## config.mk

```make
export PLATFORM = sky130hd
export DESIGN_NAME = regfile_wb_arbiter
export DESIGN_NICKNAME = d
export VERILOG_FILES = /design/src/rtl/regfile_wb_arbiter.sv
export SDC_FILE = /design/constraint.sdc
export NUM_CORES = 1
export LEC_CHECK = 0
export CAP_MARGIN = 20
export CORE_UTILIZATION = 35
export DETAILED_ROUTE_END_ITERATION = 10
export GPL_TIMING_DRIVEN = 0
export PLACE_DENSITY = 0.66
export SLEW_MARGIN = 10
export SYNTH_ARGS = -nofsm -noshare
export SYNTH_HDL_FRONTEND = slang
export SYNTH_SLANG_ARGS = --single-unit
```

## constraint.sdc

```tcl
create_clock -name clk -period 4.08 [get_ports clk]
set_input_delay 1.02 -clock clk [delete_from_list [all_inputs] [get_ports clk]]
set_output_delay 1.02 -clock clk [all_outputs]
set_load 0.01 [all_outputs]
```

## src/rtl/regfile_wb_arbiter.sv

```systemverilog
// regfile_wb_arbiter: round-robin write-back arbiter with per-register busy scoreboard
module regfile_wb_arbiter #(
  parameter int NREQ   = 3,
  parameter int ADDR_W = 3,
  parameter int DATA_W = 8
) (
  input  logic                   clk,
  input  logic                   rst_n,
  input  logic [NREQ-1:0]        req_valid,
  output logic [NREQ-1:0]        req_ready,
  input  logic [NREQ*ADDR_W-1:0] req_addr,
  input  logic [NREQ*DATA_W-1:0] req_data,
  output logic                   rf_we,
  output logic [ADDR_W-1:0]      rf_w_add,
  output logic [DATA_W-1:0]      rf_w_data,
  input  logic                   rsv_valid,
  input  logic [ADDR_W-1:0]      rsv_addr,
  output logic                   rsv_conflict,
  input  logic [ADDR_W-1:0]      chk_add1,
  input  logic [ADDR_W-1:0]      chk_add2,
  output logic                   hazard1,
  output logic                   hazard2,
  output logic [(1<<ADDR_W)-1:0] busy
);
  localparam int NR = 1 << ADDR_W;
  localparam int PTR_W = NREQ > 1 ? $clog2(NREQ) : 1;
  localparam logic [PTR_W:0] NREQ_W = (PTR_W+1)'(NREQ);
  localparam logic [PTR_W-1:0] LAST = PTR_W'(NREQ - 1);
  logic [PTR_W-1:0]  ptr_q, ptr_d;
  logic              rf_we_q, rf_we_d;
  logic [ADDR_W-1:0] rf_w_add_q, rf_w_add_d;
  logic [DATA_W-1:0] rf_w_data_q, rf_w_data_d;
  logic              rsv_conflict_q, rsv_conflict_d;
  logic [NR-1:0]     busy_q, busy_d;
  logic              gnt_vld;
  logic [PTR_W-1:0]  gnt_idx, idx;
  logic [PTR_W:0]    sum;
  logic [ADDR_W-1:0] g_addr;
  logic [DATA_W-1:0] g_data;
  // Scan from ptr with wrap; walking backwards lets the nearest valid requester win.
  always_comb begin
    gnt_vld = 1'b0;
    gnt_idx = '0;
    sum = '0;
    idx = '0;
    for (int k = NREQ - 1; k >= 0; k--) begin
      sum = {1'b0, ptr_q} + (PTR_W+1)'(k);
      idx = PTR_W'(sum >= NREQ_W ? sum - NREQ_W : sum);
      if (req_valid[idx]) begin
        gnt_vld = 1'b1;
        gnt_idx = idx;
      end
    end
  end
  // Decode the grant into ready and mux out the winning address/data.
  always_comb begin
    req_ready = '0;
    g_addr = '0;
    g_data = '0;
    for (int i = 0; i < NREQ; i++) begin
      if (gnt_vld && gnt_idx == PTR_W'(i)) begin
        req_ready[i] = 1'b1;
        g_addr = req_addr[i*ADDR_W +: ADDR_W];
        g_data = req_data[i*DATA_W +: DATA_W];
      end
    end
  end
  // Next state: pointer advance, R0-dropping write stage, scoreboard with set-over-clear.
  always_comb begin
    ptr_d = gnt_vld ? (gnt_idx == LAST ? '0 : gnt_idx + 1'b1) : ptr_q;
    rf_we_d = gnt_vld && g_addr != '0;
    rf_w_add_d = rf_we_d ? g_addr : rf_w_add_q;
    rf_w_data_d = rf_we_d ? g_data : rf_w_data_q;
    rsv_conflict_d = rsv_valid && rsv_addr != '0 && busy_q[rsv_addr];
    busy_d = '0;
    for (int r = 1; r < NR; r++)
      busy_d[r] = (rsv_valid && rsv_addr == ADDR_W'(r)) || (busy_q[r] && !(gnt_vld && g_addr == ADDR_W'(r)));
  end
  // State registers; async reset also kills any in-flight write.
  always_ff @(posedge clk or negedge rst_n) begin
    if (!rst_n) begin
      ptr_q <= '0;
      rf_we_q <= 1'b0;
      rf_w_add_q <= '0;
      rf_w_data_q <= '0;
      rsv_conflict_q <= 1'b0;
      busy_q <= '0;
    end else begin
      ptr_q <= ptr_d;
      rf_we_q <= rf_we_d;
      rf_w_add_q <= rf_w_add_d;
      rf_w_data_q <= rf_w_data_d;
      rsv_conflict_q <= rsv_conflict_d;
      busy_q <= busy_d;
    end
  end
  assign rf_we = rf_we_q;
  assign rf_w_add = rf_w_add_q;
  assign rf_w_data = rf_w_data_q;
  assign rsv_conflict = rsv_conflict_q;
  assign busy = busy_q;
  assign hazard1 = (chk_add1 != '0) && (busy_q[chk_add1] || (rf_we_q && rf_w_add_q == chk_add1));
  assign hazard2 = (chk_add2 != '0) && (busy_q[chk_add2] || (rf_we_q && rf_w_add_q == chk_add2));
endmodule
```

==> impl_metrics.yaml <==
status:
  outcome: "finished with violations"
  violations: "DRC"
timing:
  min_period_ns: 3.98
  skew_ns: 0.00552
  slew_headroom: 0.581
  tightest_slew_ns: 0.625
  slew_viol_final: 0
  finalHoldViolations: 0
  fin_crit_sh: 0.974
  fmax_ghz: 0.252
  setup_violations: 0
setup_path:
  r2r_end: "rf_w_data[1]"
  startpoint_type: "input pin"
  r2r-start: "ptr_q[0]"
  crit_chain: "clkdlybuf4s50_1 > nor2b_1 > o21ai_2 > a21o_1 > clkinvlp_4 > a21oi_2 > clkdlybuf4s50_1"
  crit_fanout: 6
  cp.required_ns: 3.06
  reg2reg_depth: 11
  cp-end-kind: "primary output"
  worst_ep_arrival_time_ns: 2.96
  r2r_slack_ns: 1.12
  crit_top_cell: "clkdlybuf4s50_1"
  crit_type: "input pin to primary output"
  critPathMaxStageDelay_ns: 0.57
  crit_slowest_cell: "clkdlybuf4s50_1"
cells_and_area:
  final_nets: 315
  layout_commonest_cell: "clkdlybuf4s50_1"
  stdcell_count: 316
  seq_area_um2: 551
  layout_common_cells: "70 x clkdlybuf4s50_1, 22 x dfrtp_1, 18 x nand2_1, 18 x o21ai_0, 17 x nor2_1"
  num_antenna_cells: 0
  area_growth_pct: 51.9
  multi_input_area_um2: 1040
  final_layout_size_suffix_gt1_frac: 0.148
  fillers: 425
  fin_area_um2: 2550
drt:
  viasPerCell: 5.27
  vias: 1665
  drc: 6
  drt_iter0_drc: 105
  wl_met1_um: 2110
  ant_nets: 0
  wire_per_inst_um: 14.7
  met2_length_um: 2190
  firstDrtPassIters: 9
  top_layer: "met4"
  wl_met3_um: 322
  routed_wl_um: 4650
yosys:
  yosysSeqAreaShare: 0.327
  syn_nets: 239
  netlist_area_um2: 1680
  synth_cell_types: 48
  avgSynthCellArea_um2: 8.90
  synthTopCellsByArea: "dfrtp_1 33%, mux2_4 7.1%, o21ai_0 5.4%"
  synthFlopType: "dfrtp_1"
  synth_seq_cells: 22
  yosys_warnings: 0
  synth_cells: 189
  synth_edf_count: 0
  yosysTopAreaCell: "dfrtp_1"
  synth_top_cell_area_share: 0.327
  synthArstFlopShare: 1.00
place:
  routabilityCongestion: 0.812
  hpwl_um: 3540
  postPlaceCellArea_um2: 2450
  place_inst: 311
  io_buffers: 70
floorplan:
  die_w_um: 71.3
  pin_count: 74
  core_um2: 4470
  dieArea_um2: 5090
  die_h_um: 71.3
  initial_core_util: 0.376
  rows: 24
hold_path:
  hold_depth: 1
  hp-class: "flop to flop"
  hold_path_end: "ptr_q[0]"
  hold_start: "ptr_q[0]"
clock_network:
  htreeDepth: 1
  cts_tree: "yes"
  numCtsBuffers: 3
  clk_latency_ns: 0.26
  clk_pin_slew_ns: 0.08
  cts_sinks: 22
  clk_path_buf_depth: 2
  hold_buffers: 0
  root_buffer: "clkbuf_8"
grt:
  grt_pass1_wl_um: 7850
  first_global_vias: 1677
  antenna_found_initial: 0
  grt_max_degree: 23
  grt_usage: 0.195
  overflow: 0
flow_run:
  cap_violations: 0
power:
  peakVddDrop_uv: 383
  power_density_nw_per_um2: 749
  p_leak_nw: 1.03
-- logic make-up after synthesis --
| family | share of synthesized area |
|---|---|
| other | 0.00223 |
| DFF | 0.327 |
| muxes | 0.118 |
| adders and majority gates | 0.0208 |
| AOI/OAI and AO/OA | 0.277 |
| and+or+nand+nor | 0.173 |
| buffers and inverters | 0.0565 |
| xor gates and xnor gates | 0.0260 |
-- cells in the mapped netlist (3+ instances only) --
library cell,instances
dfrtp_1,22
nand2_1,18
o21ai_0,18
nor2_1,17
a21oi_1,15
inv_1,10
mux2_4,8
nand2b_1,5
xnor2_1,5
a31o_2,4
a31oi_1,4
clkbuf_1,4
o21ai_1,4
o31ai_1,4
a21o_1,3
mux4_2,3
nand3_1,3
nand4_1,3
o41ai_1,3
-- critical path, delay by kind of cell --
kind	cells	cell delay, ns
AOI/OAI and AO/OA	3	0.56
buffers and inverters	3	1.28
and+or+nand+nor	1	0.08
-- registers in the layout, indices dropped and copies added, names as in the netlist --
name / cells
rf_we: 1
rsv_conflict: 1
rf_w_data: 8
ptr_q: 2
rf_w_add: 3
busy: 7
-- layout make-up --
type | count | share of cell area
inverter | 10 | 0.0162
sequential | 22 | 0.216
clock buffer | 3 | 0.0162
timing repair buffer | 73 | 0.286
clock inverter | 1 | 0.0118
multi-input combinational | 148 | 0.409
tap | 52 | 0.0255
buffer | 7 | 0.0196
-- stage by stage --
step,hold slack [ns],worst slack (ns),power [mW],util,TNS (ns)
after floorplan,0.476,0.963,1.23,-,0
after CTS,0.519,0.0483,1.91,0.562,0
after global routing,0.530,-0.0170,2.07,0.571,-0.0170
after detailed placement,0.494,-0.208,1.69,0.547,-0.320
final,0.513,0.105,1.91,0.571,0
after global placement,0.496,-0.221,1.68,0.547,-0.369
-- routing by layer --
layer  up-vias  GRT usage
met4         0     0.0467
met1       762      0.244
met2        56      0.342
met5         -          0
met3         2     0.0422
li1        845          -
-- power by group --
part | total [mW] | switching (mW) | internal [mW]
Clock | 0.206 | 0.0750 | 0.131
Combinational | 1.28 | 0.591 | 0.686
Sequential | 0.430 | 0.105 | 0.325
Total | 1.91 | 0.771 | 1.14
-- how the worst max path moves through the flow --
| stage | startpoint | to | slack, ns | cells after the start |
|---|---|---|---|---|
| 2_1_floorplan | req_valid[1] | req_ready[0] | 0.96 | 7 |
| 3_3_place_gp | req_valid[0] | req_ready[1] | -0.22 | 6 |
| 3_5_place_dp | req_valid[0] | req_ready[1] | -0.21 | 6 |
| 4_1_cts | req_valid[0] | req_ready[0] | 0.05 | 7 |
| 5_1_grt | req_valid[0] | req_ready[0] | -0.02 | 7 |
| 6_report | req_valid[0] | req_ready[0] | 0.10 | 7 |
-- repair_timing --
action / 4_1_cts / 5_1_grt
setup endpoints to repair: 3 / 2
resized for setup: 2 / 2
buffers inserted: 0 / 2
cloned: 0 / 0
Power figures use the tool's default switching activity.
==> patch 1 (same settings) <==
Make the reset (`rst_n`) synchronous in one clocked block. Comments in the files are not updated.
--- a/src/rtl/regfile_wb_arbiter.sv
+++ b/src/rtl/regfile_wb_arbiter.sv
@@ -77,7 +77,7 @@
       busy_d[r] = (rsv_valid && rsv_addr == ADDR_W'(r)) || (busy_q[r] && !(gnt_vld && g_addr == ADDR_W'(r)));
   end
   // State registers; async reset also kills any in-flight write.
-  always_ff @(posedge clk or negedge rst_n) begin
+  always_ff @(posedge clk) begin
     if (!rst_n) begin
       ptr_q <= '0;
       rf_we_q <= 1'b0;
Formal check against the unedited RTL: differs if rst_n is asserted again (counterexample within 4 cycles, from zero or initial values and one cycle with rst_n low); with rst_n held inactive, the same outputs for 10 cycles.
==> patch 1 against the original RTL <==
The run still ends with DRC left. Critical path type unchanged. Critical endpoint is now hazard1. Critical path depth decreased by 2. Final cell count up 3.8%. Wire length fell by 0.56%. Sequential cell count is the same. Design area shrank 0.59%. Area after synthesis is essentially flat. Setup slack better by 0.064 ns.
Power is not compared: it rests on default switching activity, and its combinational part moved more than twofold at a synthesized area within 25%.
==> patch 1: results (changes against the original RTL) <==
metric,value,unit,change
cts_max_level,1,,unchanged
post-route-drc-count,6,,unchanged
syn-num-nets,250,,+4.6%
seq_area_frac_synth,26.17,%,-6.6 points
ys_warn_count,0,,unchanged
clkTransAtPathRegs,0.08,ns,about the same
reg2reg_depth,10,,-1
crit_arrival,2.89,ns,-0.07 ns
ys_top_cells_by_area,"dfxtp_1 26%, mux2i_1 5.9%, nand2_1 4.9%",,
grt_pass1_vias,1742,,+3.9%
antenna_cells,0,,unchanged
switching_power,0.3869,mW,
finalClockSkew,0.002563,ns,-0.002960 ns
grt_use_met1,24.63,%,+0.21 points
cp_top_family,buffers and inverters,,
clockBufferDepth,2,,unchanged
dp_hpwl,3651,um,+3.2%
crit_slowest_cell,clkdlybuf4s50_1,,
gp_congestion,0.8196,,+0.89%
nNetsFinal,327,,+3.8%
synth.top_cells.by_count,"22 x dfxtp_1, 22 x nand2_1, 17 x nor2_1, 11 x o21ai_0, 10 x mux2i_1",,
holdPathStages,2,,+1
vias,1779,,+6.8%
clock_tree.root_cell,clkbuf_8,,
use_met3,5.485,%,+1.3 points
antenna_found_initial,0,,unchanged
cpPeakStageDelay,0.58,ns,
wl,4619,um,-0.56%
grt_pass1_wl,7831,um,-0.18%
io_buffers,71,,+1.4%
grt_max_degree,13,,-43%
drtPass1Iterations,7,,-2
worstSkewPairLatency,0.26,ns,about the same
min-delay-path-class,flop to flop,,
cts_inserted_buffers,3,,unchanged
status,"finished, violations left",,
yosysUniqueCellTypes,53,,+10%
drive_above_1_share,10.51,%,-4.3 points
async_flop_share,0,%,-100 points
drtIter0Drc,108,,+2.9%
grt_usage,19.16,%,-0.32 points
largest_register_ffs,8,,unchanged
cp_max_fo,5,,-1
peakVddDrop,196.0,uV,
violations,DRC,,
worstMarginPinSlew,0.6953,ns,+0.07075 ns
leakage,0.9509,nW,
grt_use_met2,32.38,%,-1.8 points
## patch 1: cell types whose count changed in the layout (fill, tap and decap cells not counted), moves of 7 or more
| cell | delta |
|---|---|
| a21oi_1 | -7 |
| a221o_1 | +8 |
| dfrtp_1 | -22 |
| dfxtp_1 | +22 |
| mux2_4 | -8 |
| mux2i_1 | +9 |
| o211ai_1 | +7 |
| o21ai_0 | -7 |
## patch 1: worst min-delay path: cells and delay by family (launching register included)
kind             cells  cell delay (ns)
flip-flops           1             0.31
AND/OR/NAND/NOR      1             0.05
multiplexers         1             0.05
## patch 1: area by class of cell
cell class                      instances  area [um2]
Buffer                                 10       76.32
Clock buffer                            4       55.05
Fill cell                             426        1936
Inverter                                8       30.03
Multi-Input combinational cell        160        1150
Sequential cell                        22       440.4
Tap cell                               52       65.06
Timing Repair Buffer                   72       721.9
## patch 1: worst paths after layout
kind,start,end,slack [ns]
hold reg to reg,rf_w_data[2]$_SDFFE_PN0P_,rf_w_data[2]$_SDFFE_PN0P_,0.46
setup reg to reg,ptr_q[0]$_SDFFE_PN0P_,rf_w_data[5]$_SDFFE_PN0P_,1.52
setup / recovery,chk_add1[0],hazard1,0.17
hold / removal,rf_w_data[2]$_SDFFE_PN0P_,rf_w_data[2]$_SDFFE_PN0P_,0.46
## patch 1: power by group through the flow
stage	clock network (mW)	registers (mW)	logic, mW
after detailed placement	0	0.295	0.585
after CTS	0.164	0.291	0.593
after global placement	0	0.294	0.581
after global routing	0.171	0.297	0.650
final	0.159	0.290	0.590
after floorplan	0	0.310	0.346
## patch 1: repair_timing
| item | 4_1_cts | 5_1_grt |
|---|---|---|
| endpoints found under the setup margin | 1 | 2 |
| buffers inserted | 1 | 0 |
| pin swaps | 1 | 1 |
| gates cloned | 0 | 0 |
| resized for setup | 3 | 5 |
## patch 1: through the flow
| step | cells | setup WS, ns |
|---|---|---|
| floorplan | 200 | 1.132 |
| global placement | 323 | -0.09833 |
| detailed placement | 323 | -0.1045 |
| CTS | 328 | 0.005592 |
| global route | 328 | 0.05636 |
| finish | 328 | 0.1692 |
## patch 1: kinds of logic (layout without fill, tap and decap cells)
group | Yosys count | in the layout | share of synthesized area (%)
adder cells (fa/ha/maj) | 3 | 3 | 2.082
XOR/XNOR | 6 | 6 | 3.123
other | 1 | 1 | 0.2228
flip-flops | 22 | 22 | 26.17
buffers and inverters | 18 | 94 | 5.799
AO/OA/AOI/OAI | 68 | 68 | 32.05
AND/OR/NAND/NOR | 68 | 68 | 19.93
multiplexers | 14 | 14 | 10.63
## patch 1: metal layers
| layer | part of all wire, % | up-vias | wire [um] |
|---|---|---|---|
| li1 | - | 894 | - |
| met1 | 47 | 813 | 2182 |
| met2 | 44 | 68 | 2051 |
| met3 | 7.7 | 4 | 356 |
| met4 | 0.63 | 0 | 29 |
| met5 | 0 | - | 0 |
==> patch 2 (config.mk and constraints unchanged) <==
Without the edit above. Set the parameter `NREQ` to 6 (it was 3).
--- a/src/rtl/regfile_wb_arbiter.sv
+++ b/src/rtl/regfile_wb_arbiter.sv
@@ -1,6 +1,6 @@
 // regfile_wb_arbiter: round-robin write-back arbiter with per-register busy scoreboard
 module regfile_wb_arbiter #(
-  parameter int NREQ   = 3,
+  parameter int NREQ   = 6,
   parameter int ADDR_W = 3,
   parameter int DATA_W = 8
 ) (
Interface: changed (resized req_addr, req_data, req_ready and req_valid); port bits go from 74 to 113. The function was not compared with the original's and may differ.
==> patch 2 against the original RTL <==
The run ends with setup timing left. Critical path type unchanged. Area after synthesis up 69%. Sequential share of layout area down 10 points. Final cell count up 91%. Utilization up 7.6 points. Setup slack worse by 0.28 ns. First-iteration DRC count up 46%. Wire length up 130%. Design area up 98%. Largest cell class unchanged. Via count up 99%. Sequential cell count up 1.
Power is not shown: default switching activity piles up to over one toggle a cycle in this logic, so the estimate is an artifact.
==> patch 2: results (changes against the original RTL) <==
metric,value,unit,change
io_buffers,110,,+57%
drive_above_1_share,32.40,%,+18 points
worstMarginPinSlew,0.7285,ns,+0.1040 ns
violations,setup timing,,
grt_usage,24.32,%,+4.8 points
via_per_inst,5.510,,+4.6%
grt_pass1_vias,3313,,+98%
cp_top_family,compound AO/OA/AOI/OAI gates,,
cpPeakStageDelay,0.52,ns,-0.05 ns
drtPass1Iterations,4,,-5
syn-num-nets,428,,+79%
synthAdderAreaFrac,4.394,%,+2.3 points
worst_slack,-0.1763,ns,-0.2812 ns
nFillCells,650,,+53%
crit_arrival,3.24,ns,+0.28 ns
ys_top_cells_by_area,"dfrtp_1 20%, mux2i_1 12%, ha_1 4.4%",,
status,"finished, violations left",,
finalSetupViolations,15,,+15
synth.top_cells.by_count,"35 x mux2i_1, 24 x o21ai_0, 23 x dfrtp_1, 23 x nand2_1, 18 x nor2_1",,
dp_hpwl,7556,um,+110%
timing.setup.tns,-1.744,ns,-1.744 ns
crit_slowest_cell,mux4_2,,
synth-xor-area-share,3.339,%,+0.74 points
reg2reg_depth,20,,+9
yosysUniqueCellTypes,72,,+50%
drtIter0Drc,153,,+46%
seq_area_frac_synth,20.21,%,-13 points
nNetsFinal,595,,+89%
synth.mux.area_fraction,21.75,%,+10 points
synth-compound-area-share,25.00,%,-2.7 points
## patch 2: cell count changes after synthesis, sizes merged, moves of 6 or more
cell	before	now
ha	2	10
nand3	3	17
o22ai	1	10
buf	5	11
mux2i	1	36
inv	10	16
nor3	0	14
## patch 2: area by class of cell
cell class,instances,share of cell area (%)
Multi-Input combinational cell,277,49.07
Timing Repair Buffer,168,31.06
Sequential cell,23,11.47
Buffer,12,3.493
Tap cell,102,2.527
Inverter,16,1.486
Clock buffer,4,0.8918
## patch 2: worst paths after layout
path | to | slack [ns] | startpoint
worst max-delay path | req_ready[3] | -0.18 | req_valid[3]
worst min-delay path | rf_w_data[6]$_DFFE_PN0P_ | 0.52 | rf_w_data[6]$_DFFE_PN0P_
worst max register to register | rf_w_data[3]$_DFFE_PN0P_ | -0.15 | ptr_q[0]$_DFFE_PN0P_
worst min register to register | rf_w_data[6]$_DFFE_PN0P_ | 0.52 | rf_w_data[6]$_DFFE_PN0P_
max in group asynchronous | ptr_q[0]$_DFFE_PN0P_ | 2.66 | rst_n
min in group asynchronous | rf_w_data[6]$_DFFE_PN0P_ | 1.00 | rst_n
## patch 2: stage by stage
stage	cells	worst slack [ns]
after global placement	546	-1.524
final	602	-0.1763
after detailed placement	546	-1.552
after global routing	602	-0.3018
after floorplan	334	-0.3987
after CTS	597	-0.2590
## patch 2: repair_timing
item                                    4_1_cts  5_1_grt
endpoints found under the setup margin       25       26
hold endpoints to repair                      0        0
gates resized for setup                     110       35
buffers inserted                             50        7
pin swaps                                    20       16
## patch 2: per-layer routing
metal  vias to the layer above  wire length, um  track usage, %
li1                       1582                -               -
met5                         -                0               0
met1                      1565             4151           28.61
met4                         0              201           5.469
met2                       149             5428           45.90
met3                        21              694           3.731
